[config.mk]
export PLATFORM = sky130hd
export DESIGN_NAME = lstm_seq_ctrl
export DESIGN_NICKNAME = d
export VERILOG_FILES = /design/src/rtl/lstm_pkg.sv /design/src/rtl/lstm_seq_ctrl.sv
export SDC_FILE = /design/constraint.sdc
export NUM_CORES = 1
export LEC_CHECK = 0
export CAP_MARGIN = 20
export CORE_ASPECT_RATIO = 0.8
export CORE_MARGIN = 1.5
export CORE_UTILIZATION = 63
export CTS_CLUSTER_SIZE = 25
export DETAILED_ROUTE_END_ITERATION = 10
export DONT_BUFFER_PORTS = 1
export PLACE_DENSITY = 0.85
export RECOVER_POWER = 25
export SYNTH_ARGS = -nofsm -noshare
export SYNTH_HDL_FRONTEND = slang
export SYNTH_SLANG_ARGS = --single-unit
[constraint.sdc]
create_clock -name clk -period 2.75 [get_ports clk]
set_input_delay 0.55 -clock clk [delete_from_list [all_inputs] [get_ports clk]]
set_output_delay 0.55 -clock clk [all_outputs]
set_load 0.02 [all_outputs]
[src/rtl/lstm_pkg.sv]
// Shared constants and types for the LSTM sequencing logic.
package lstm_pkg;

    localparam int DATA_WIDTH  = 16;
    localparam int FRACT_WIDTH = 8;

    // Fixed-point 1.0 in Q(DATA_WIDTH-FRACT_WIDTH).FRACT_WIDTH
    localparam logic [DATA_WIDTH-1:0] ONE = DATA_WIDTH'(1 << FRACT_WIDTH);

    typedef enum logic [1:0] {
        IDLE,
        WAIT_X,
        SETTLE,
        EMIT
    } seq_state_t;

endpackage

[src/rtl/lstm_seq_ctrl.sv]
// Steps a combinational LSTM cell (instantiated by the parent) through a
// stream of inputs. Holds the recurrent c/h registers, waits a fixed settle
// time per step, captures the cell outputs and emits h on a valid/ready stream.
module lstm_seq_ctrl #(
    parameter int DATA_WIDTH    = lstm_pkg::DATA_WIDTH,
    parameter int FRACT_WIDTH   = lstm_pkg::FRACT_WIDTH,
    parameter int SEQ_LEN_W     = 8,
    parameter int SETTLE_CYCLES = 2
) (
    input  logic                  clk,
    input  logic                  rst,
    input  logic                  start,
    input  logic                  abort,
    input  logic [SEQ_LEN_W-1:0]  seq_len,
    input  logic [DATA_WIDTH-1:0] c_init,
    input  logic [DATA_WIDTH-1:0] h_init,
    input  logic                  x_valid,
    input  logic [DATA_WIDTH-1:0] x_data,
    output logic                  x_ready,
    output logic [DATA_WIDTH-1:0] cell_x,
    output logic [DATA_WIDTH-1:0] cell_c_in,
    output logic [DATA_WIDTH-1:0] cell_h_in,
    input  logic [DATA_WIDTH-1:0] cell_c_out,
    input  logic [DATA_WIDTH-1:0] cell_h_out,
    output logic                  h_valid,
    output logic [DATA_WIDTH-1:0] h_data,
    output logic                  h_last,
    input  logic                  h_ready,
    output logic [DATA_WIDTH-1:0] c_state,
    output logic [DATA_WIDTH-1:0] h_state,
    output logic                  busy,
    output logic                  done
);

    import lstm_pkg::*;

    localparam int SETTLE_W = (SETTLE_CYCLES > 1) ? $clog2(SETTLE_CYCLES) : 1;
    localparam logic [SETTLE_W-1:0] SETTLE_INIT = SETTLE_W'(SETTLE_CYCLES - 1);

    // Reject parameter sets that cannot describe a valid fixed-point word or settle time
    if (SETTLE_CYCLES < 1 || FRACT_WIDTH >= DATA_WIDTH) begin : g_bad_params
        $error("lstm_seq_ctrl: illegal SETTLE_CYCLES or FRACT_WIDTH");
    end

    seq_state_t            state_q, state_d;
    logic [SEQ_LEN_W-1:0]  len_q, len_d;
    logic [SEQ_LEN_W-1:0]  step_q, step_d;
    logic [SETTLE_W-1:0]   settle_q, settle_d;
    logic [DATA_WIDTH-1:0] x_q, x_d;
    logic [DATA_WIDTH-1:0] c_q, c_d;
    logic [DATA_WIDTH-1:0] h_q, h_d;
    logic [DATA_WIDTH-1:0] h_data_q, h_data_d;
    logic                  h_valid_q, h_valid_d;
    logic                  h_last_q, h_last_d;
    logic                  x_ready_q, x_ready_d;
    logic                  busy_q, busy_d;
    logic                  done_q, done_d;

    // Next-state logic: abort outside IDLE overrides every other transition
    always_comb begin
        state_d   = state_q;
        len_d     = len_q;
        step_d    = step_q;
        settle_d  = settle_q;
        x_d       = x_q;
        c_d       = c_q;
        h_d       = h_q;
        h_data_d  = h_data_q;
        h_valid_d = h_valid_q;
        h_last_d  = h_last_q;
        x_ready_d = x_ready_q;
        busy_d    = busy_q;
        done_d    = 1'b0;

        if (abort && state_q != IDLE) begin
            state_d   = IDLE;
            h_valid_d = 1'b0;
            h_last_d  = 1'b0;
            x_ready_d = 1'b0;
            busy_d    = 1'b0;
        end else begin
            case (state_q)
                IDLE: begin
                    if (start && !abort) begin
                        if (seq_len != '0) begin
                            len_d     = seq_len;
                            c_d       = c_init;
                            h_d       = h_init;
                            step_d    = '0;
                            busy_d    = 1'b1;
                            x_ready_d = 1'b1;
                            state_d   = WAIT_X;
                        end else begin
                            done_d = 1'b1;
                        end
                    end
                end
                WAIT_X: begin
                    if (x_valid && x_ready_q) begin
                        x_d       = x_data;
                        settle_d  = SETTLE_INIT;
                        x_ready_d = 1'b0;
                        state_d   = SETTLE;
                    end
                end
                SETTLE: begin
                    if (settle_q == '0) begin
                        c_d       = cell_c_out;
                        h_d       = cell_h_out;
                        h_data_d  = cell_h_out;
                        h_valid_d = 1'b1;
                        h_last_d  = (step_q == len_q - SEQ_LEN_W'(1));
                        state_d   = EMIT;
                    end else begin
                        settle_d = settle_q - SETTLE_W'(1);
                    end
                end
                EMIT: begin
                    if (h_ready) begin
                        h_valid_d = 1'b0;
                        h_last_d  = 1'b0;
                        step_d    = step_q + SEQ_LEN_W'(1);
                        if (h_last_q) begin
                            busy_d  = 1'b0;
                            done_d  = 1'b1;
                            state_d = IDLE;
                        end else begin
                            x_ready_d = 1'b1;
                            state_d   = WAIT_X;
                        end
                    end
                end
                default: state_d = IDLE;
            endcase
        end
    end

    // State and datapath registers, cleared asynchronously on reset
    always_ff @(posedge clk or negedge rst) begin
        if (!rst) begin
            state_q   <= IDLE;
            len_q     <= '0;
            step_q    <= '0;
            settle_q  <= '0;
            x_q       <= '0;
            c_q       <= '0;
            h_q       <= '0;
            h_data_q  <= '0;
            h_valid_q <= 1'b0;
            h_last_q  <= 1'b0;
            x_ready_q <= 1'b0;
            busy_q    <= 1'b0;
            done_q    <= 1'b0;
        end else begin
            state_q   <= state_d;
            len_q     <= len_d;
            step_q    <= step_d;
            settle_q  <= settle_d;
            x_q       <= x_d;
            c_q       <= c_d;
            h_q       <= h_d;
            h_data_q  <= h_data_d;
            h_valid_q <= h_valid_d;
            h_last_q  <= h_last_d;
            x_ready_q <= x_ready_d;
            busy_q    <= busy_d;
            done_q    <= done_d;
        end
    end

    assign x_ready   = x_ready_q;
    assign cell_x    = x_q;
    assign cell_c_in = c_q;
    assign cell_h_in = h_q;
    assign h_valid   = h_valid_q;
    assign h_data    = h_data_q;
    assign h_last    = h_last_q;
    assign c_state   = c_q;
    assign h_state   = h_q;
    assign busy      = busy_q;
    assign done      = done_q;

endmodule
Word level (Yosys, flattened, before mapping):

Cells that the tools add are included.

* output and inout port bits: 101
* input port bits: 94
* bits in registers: 88

* add/subtract/negate cells: 3
* equal/unequal tests: 16
* multiplexer cells: 47
* reductions and logical operators: 23
* bitwise operators: 2

Operators by type and width (count)
* two-way mux 16 bit: 6
* case mux 16 bit (2 select lines): 2
* two-way mux 8 bit: 3
* two-way mux 1 bit: 22
* != test 3 bit (second input constant): 7
* AND reduction 5 bit: 4
* case mux 8 bit (2 select lines): 1
* two-way mux 2 bit: 6
* AND reduction 3 bit: 4
* != test 2 bit (second input constant): 5
* case mux 1 bit (2 select lines): 5
* adder 8 x 1 -> 8 bit (second input constant): 1
* == test 8 bit: 1
* case mux 2 bit (4 select lines): 1
* nonzero test 2 bit: 4
* nonzero test 8 bit: 1
* subtractor 8 x 1 -> 8 bit (second input constant): 1
* AND reduction 6 bit: 1
* nonzero test 3 bit: 2
* == test 2 bit (second input constant): 2
* AND reduction 4 bit: 1
* nonzero test 4 bit: 1
* logical AND 1 bit: 3
* case mux 1 bit (3 select lines): 1
* 5 further kinds: 6

Depth between registers and ports, before layout:

* depth in word-level cells: 5
* gate-level depth with buffers: 9
* gate-level depth less buffers: 7

Worst setup path after synthesis:

OpenSTA, ideal clock, no wires.

* path type: reg-to-reg
* from: reg state_q[1]
* to: reg x_ready_q, in the netlist x_ready
* library setup time: 0.128 ns
* clock period less this slack: 2.003 ns
* data required time: 2.622 ns
* cell stages (with the launch flop): 10
* path buffers: 2
* slack: 0.747 ns
* arrival: 1.876 ns
* cells stage by stage: dfrtp_1 > inv_1 > ha_1 > buf_6 > nand2b_1 > buf_6 > a31oi_4 > o21ai_2 > a311oi_1 > mux2_1

* cells in the longest elaborated chain, start to end: 4
* elaborated cells on any way between the ends: 14
* classes of those cells: 7 x eq/ne; 2 x mux; 5 x reduce/logical

RTL lines
* from (decl): RTL line lstm_seq_ctrl.sv:45 `seq_state_t state_q, state_d;`
* from (signal assigned): RTL line lstm_seq_ctrl.sv:155 `state_q <= state_d;`
* nonzero test 2 bit: RTL line lstm_seq_ctrl.sv:75 `if (abort && state_q != IDLE) begin`
* logical AND 1 bit: RTL line lstm_seq_ctrl.sv:75
* != test 3 bit (no line) / nonzero test 4 bit (equally long branches)
* AND reduction 6 bit (no line)
* to (signal assigned): RTL line lstm_seq_ctrl.sv:165 `x_ready_q <= x_ready_d;`
* to (decl): RTL line lstm_seq_ctrl.sv:55 `logic x_ready_q, x_ready_d;`

Several ways; a longest one is shown, not always the timed one.
A chain may end at the register's enable or synchronous reset.

Worst setup path after layout:

* from: reg state_q[1]
* to: reg x_q[6], in the netlist cell_x[6]

* cells in the longest elaborated chain, start to end: 4
* elaborated cells on any way between the ends: 5
* classes of those cells: 1 x eq/ne; 1 x bitwise; 3 x reduce/logical

RTL lines
* nonzero test 2 bit: RTL line lstm_seq_ctrl.sv:75
* logical AND 1 bit: RTL line lstm_seq_ctrl.sv:75
* NOT 1 bit (no line)
* AND reduction 3 bit (no line) *
* to (signal assigned): RTL line lstm_seq_ctrl.sv:145 `x_q <= '0;`
* to (signal assigned): RTL line lstm_seq_ctrl.sv:159 `x_q <= x_d;`
* to (decl): RTL line lstm_seq_ctrl.sv:49 `logic [DATA_WIDTH-1:0] x_q, x_d;`

Every way passes the cells marked *; elsewhere a longest branch is shown, timed or not.

==> summary.txt <==
outcome: complete, but fails checks
failing checks: capacitance limit, slew limit
diode count: 0
Crit. End Element: register
CP max stage cell: nand4_2
# clock sinks: 88
slowest cell delay on critical path: 0.48 ns
first-pass iteration count of the detailed router: 5
total gr overflow: 0
Area Growth Syn to Fin: 0.977%
area post-placement: 4290 µm²
top_reg_cell synth: dfrtp_1
#FFs+latches synth: 88
number of DRC markers in iteration 0: 161
Finished Layout Cells: 464
Crit Path Max Fanout: 17
post-DP HPWL: 6800 µm
DIE AREA: 7630 µm²
setup TNS: 0 ns
WL/cell: 20.0 µm
core area: 6890 µm²
root buf cell: clkbuf_8
Post-Synthesis Cells: 405
worst hold margin: 0.305 ns
Synth async-reset ratio: 100%
Final Max Slew Viols: 89
list of most frequent post-synthesis cells: dfrtp_1, nand2_1, mux2_2
initial antenna violation count: 0
Fmax: 0.433 GHz
Worst EP arrival: 2.55 ns
mean post-synth cell area: 11.1 µm²
Worst-Margin Slew: 2.15 ns
top-area cell type share of the netlist area: 49.1%
post-synthesis mux area share: 17.4%
CTS tree: done
CP required: 2.99 ns
Yosys warnings: 0
endpoints failing setup: 0
largest family of logic cells by synthesized area: multiplexers
Cell Pwr Density: 1290 nW/µm²
Pleak: 1.94 nW
global-route wire length before repair: 14800 µm
Pwr Total: 5.86 mW
relative slew slack: -43.3%
clock latency on the worst-skew pair: 0.36 ns
Seq/Total Area, Yosys: 49.1%
Synth Net Count: 505
EDFF count, synth: 0
Hold Crit Class: in -> reg
routed vias: 2836
compound-cell area share of the yosys netlist: 9.94%
Final Critical Period: 2.31 ns
via-per-instance ratio: 6.11
vias in the first global route: 2889
Final ANT Viol Nets: 0
Setup Buffers After CTS: 0
critical path class: reg -> reg
fillers: 510
layout cells sized above 1: 19.1%
total wire length: 9270 µm
CP bufs+invs: 1
Synth area leader: dfrtp_1
post-synthesis simple-gate area fraction: 11.2%
RSZ-0062 raised after global routing: false
Fin. Hold Viols: 0
routability-driven placement congestion ratio: 0.792
CP startpoint kind: register
max-cap viol count: 1
Bufs on Longest Clock Path: 2
Netlist Area Pre-Place: 4480 µm²
final non-filler cell area: 4530 µm²
H-tree levels: 3
# DRC: 0
largest net degree at the start of global routing: 89
crit path cell chain: inv_1 > ha_1 > nand2b_1 > nand4_2 > mux2_2
I/O Buffers: 0
Max IR drop VDD: 0.691 mV
Synth area leaders: dfrtp_1, mux2_2, mux2i_1
nets: 472
clock-pin slew on the worst setup and hold paths: 0.09 ns
Worst Clk Skew: 0.00607 ns
# rows: 27
fin crit share: 84.0%
Inserted Clock Buffers: 9
Ports: 195
Cells after DPL: 447
Die H: 78.4 µm
Post-Synth XOR/XNOR Area: 2.15%
All-Layer GR Usage: 24.7%
Distinct cells, synth: 49
Top Family by Delay on Critical Path: simple AND/OR/NAND/NOR gates
most common cell in the netlist: dfrtp_1
Synth Area in Adders: 1.68%
Initial Util: 65.0%
Die Width: 97.3 µm
[per-stage QoR]
step / setup slack, ns / utilization, %
after floorplan: 0.747 / -
after global placement: 0.569 / 62.3
after detailed placement: 0.394 / 62.3
after CTS: 0.388 / 66.0
after global routing: 0.222 / 65.7
final: 0.440 / 65.7
[path summary, 6_finish.rpt]
kind                                         from                       end  slack (ns)  cells after the start
min in group asynchronous                     rst      len_q[2]$_DFFE_PN0P_        0.80                      1
hold reg to reg              len_q[7]$_DFFE_PN0P_      len_q[7]$_DFFE_PN0P_        0.55                      1
max in group asynchronous                     rst  cell_h_in[2]$_DFFE_PN0P_        0.68                      1
setup / recovery           state_q[1]$_DFFE_PN0P_     cell_x[6]$_DFFE_PN0P_        0.44                      5
setup reg to reg           state_q[1]$_DFFE_PN0P_     cell_x[6]$_DFFE_PN0P_        0.44                      5
hold / removal                         seq_len[1]      len_q[1]$_DFFE_PN0P_        0.31                      2
[timing repair]
item,in CTS,in global routing
endpoints found under the hold margin,88,0
hold buffers,1,0
gates resized for setup,0,0
[routing by layer]
metal,vias up,track usage (%),routed length [µm]
li1,1323,-,-
met1,1363,29.5,3580
met2,138,41.8,4740
met3,12,9.53,810
met4,0,7.71,136
met5,-,0,0
[state kept, by name, summed over array words and instances, names as in the netlist, 2 cells and up]
signal and flops:
c_state 16, cell_h_in 16, len_q 8, state_q 2
step_q 8, h_data 16, cell_x 16
[power by group]
part / internal (mW) / switching (mW)
clock: 0.522 / 0.476
combinational: 0.784 / 0.821
sequential: 1.85 / 1.41
[logic make-up after synthesis]
logic type | count (synthesis)
and+or+nand+nor | 96
DFF | 88
AOI/OAI and AO/OA | 73
muxes | 73
buffers and inverters | 58
xor gates and xnor gates | 11
adders and majority gates | 6
[area by class of cell]
| cell class | instances | area [µm²] | area share [%] |
|---|---|---|---|
| inverter | 8 | 30.0 | 0.664 |
| clock buffer | 9 | 124 | 2.74 |
| multi-input combinational | 259 | 1900 | 42.0 |
| timing repair buffer | 6 | 55.1 | 1.22 |
| tap | 87 | 109 | 2.41 |
| clock inverter | 7 | 104 | 2.29 |
| sequential | 88 | 2200 | 48.7 |
[cell usage in the layout (no fill, tap or decap), types with 5 or more instances in the layout]
master    instances
ha_1              5
nand2_1          49
nor2_1           10
inv_1             8
nand3_1           9
xnor2_1           8
o21ai_1          11
o21ai_0          37
dfrtp_1          88
a21oi_1           5
mux2_2           38
mux2i_1          34
clkbuf_8          9
Note: power is estimated with default switching activity, not from simulation.
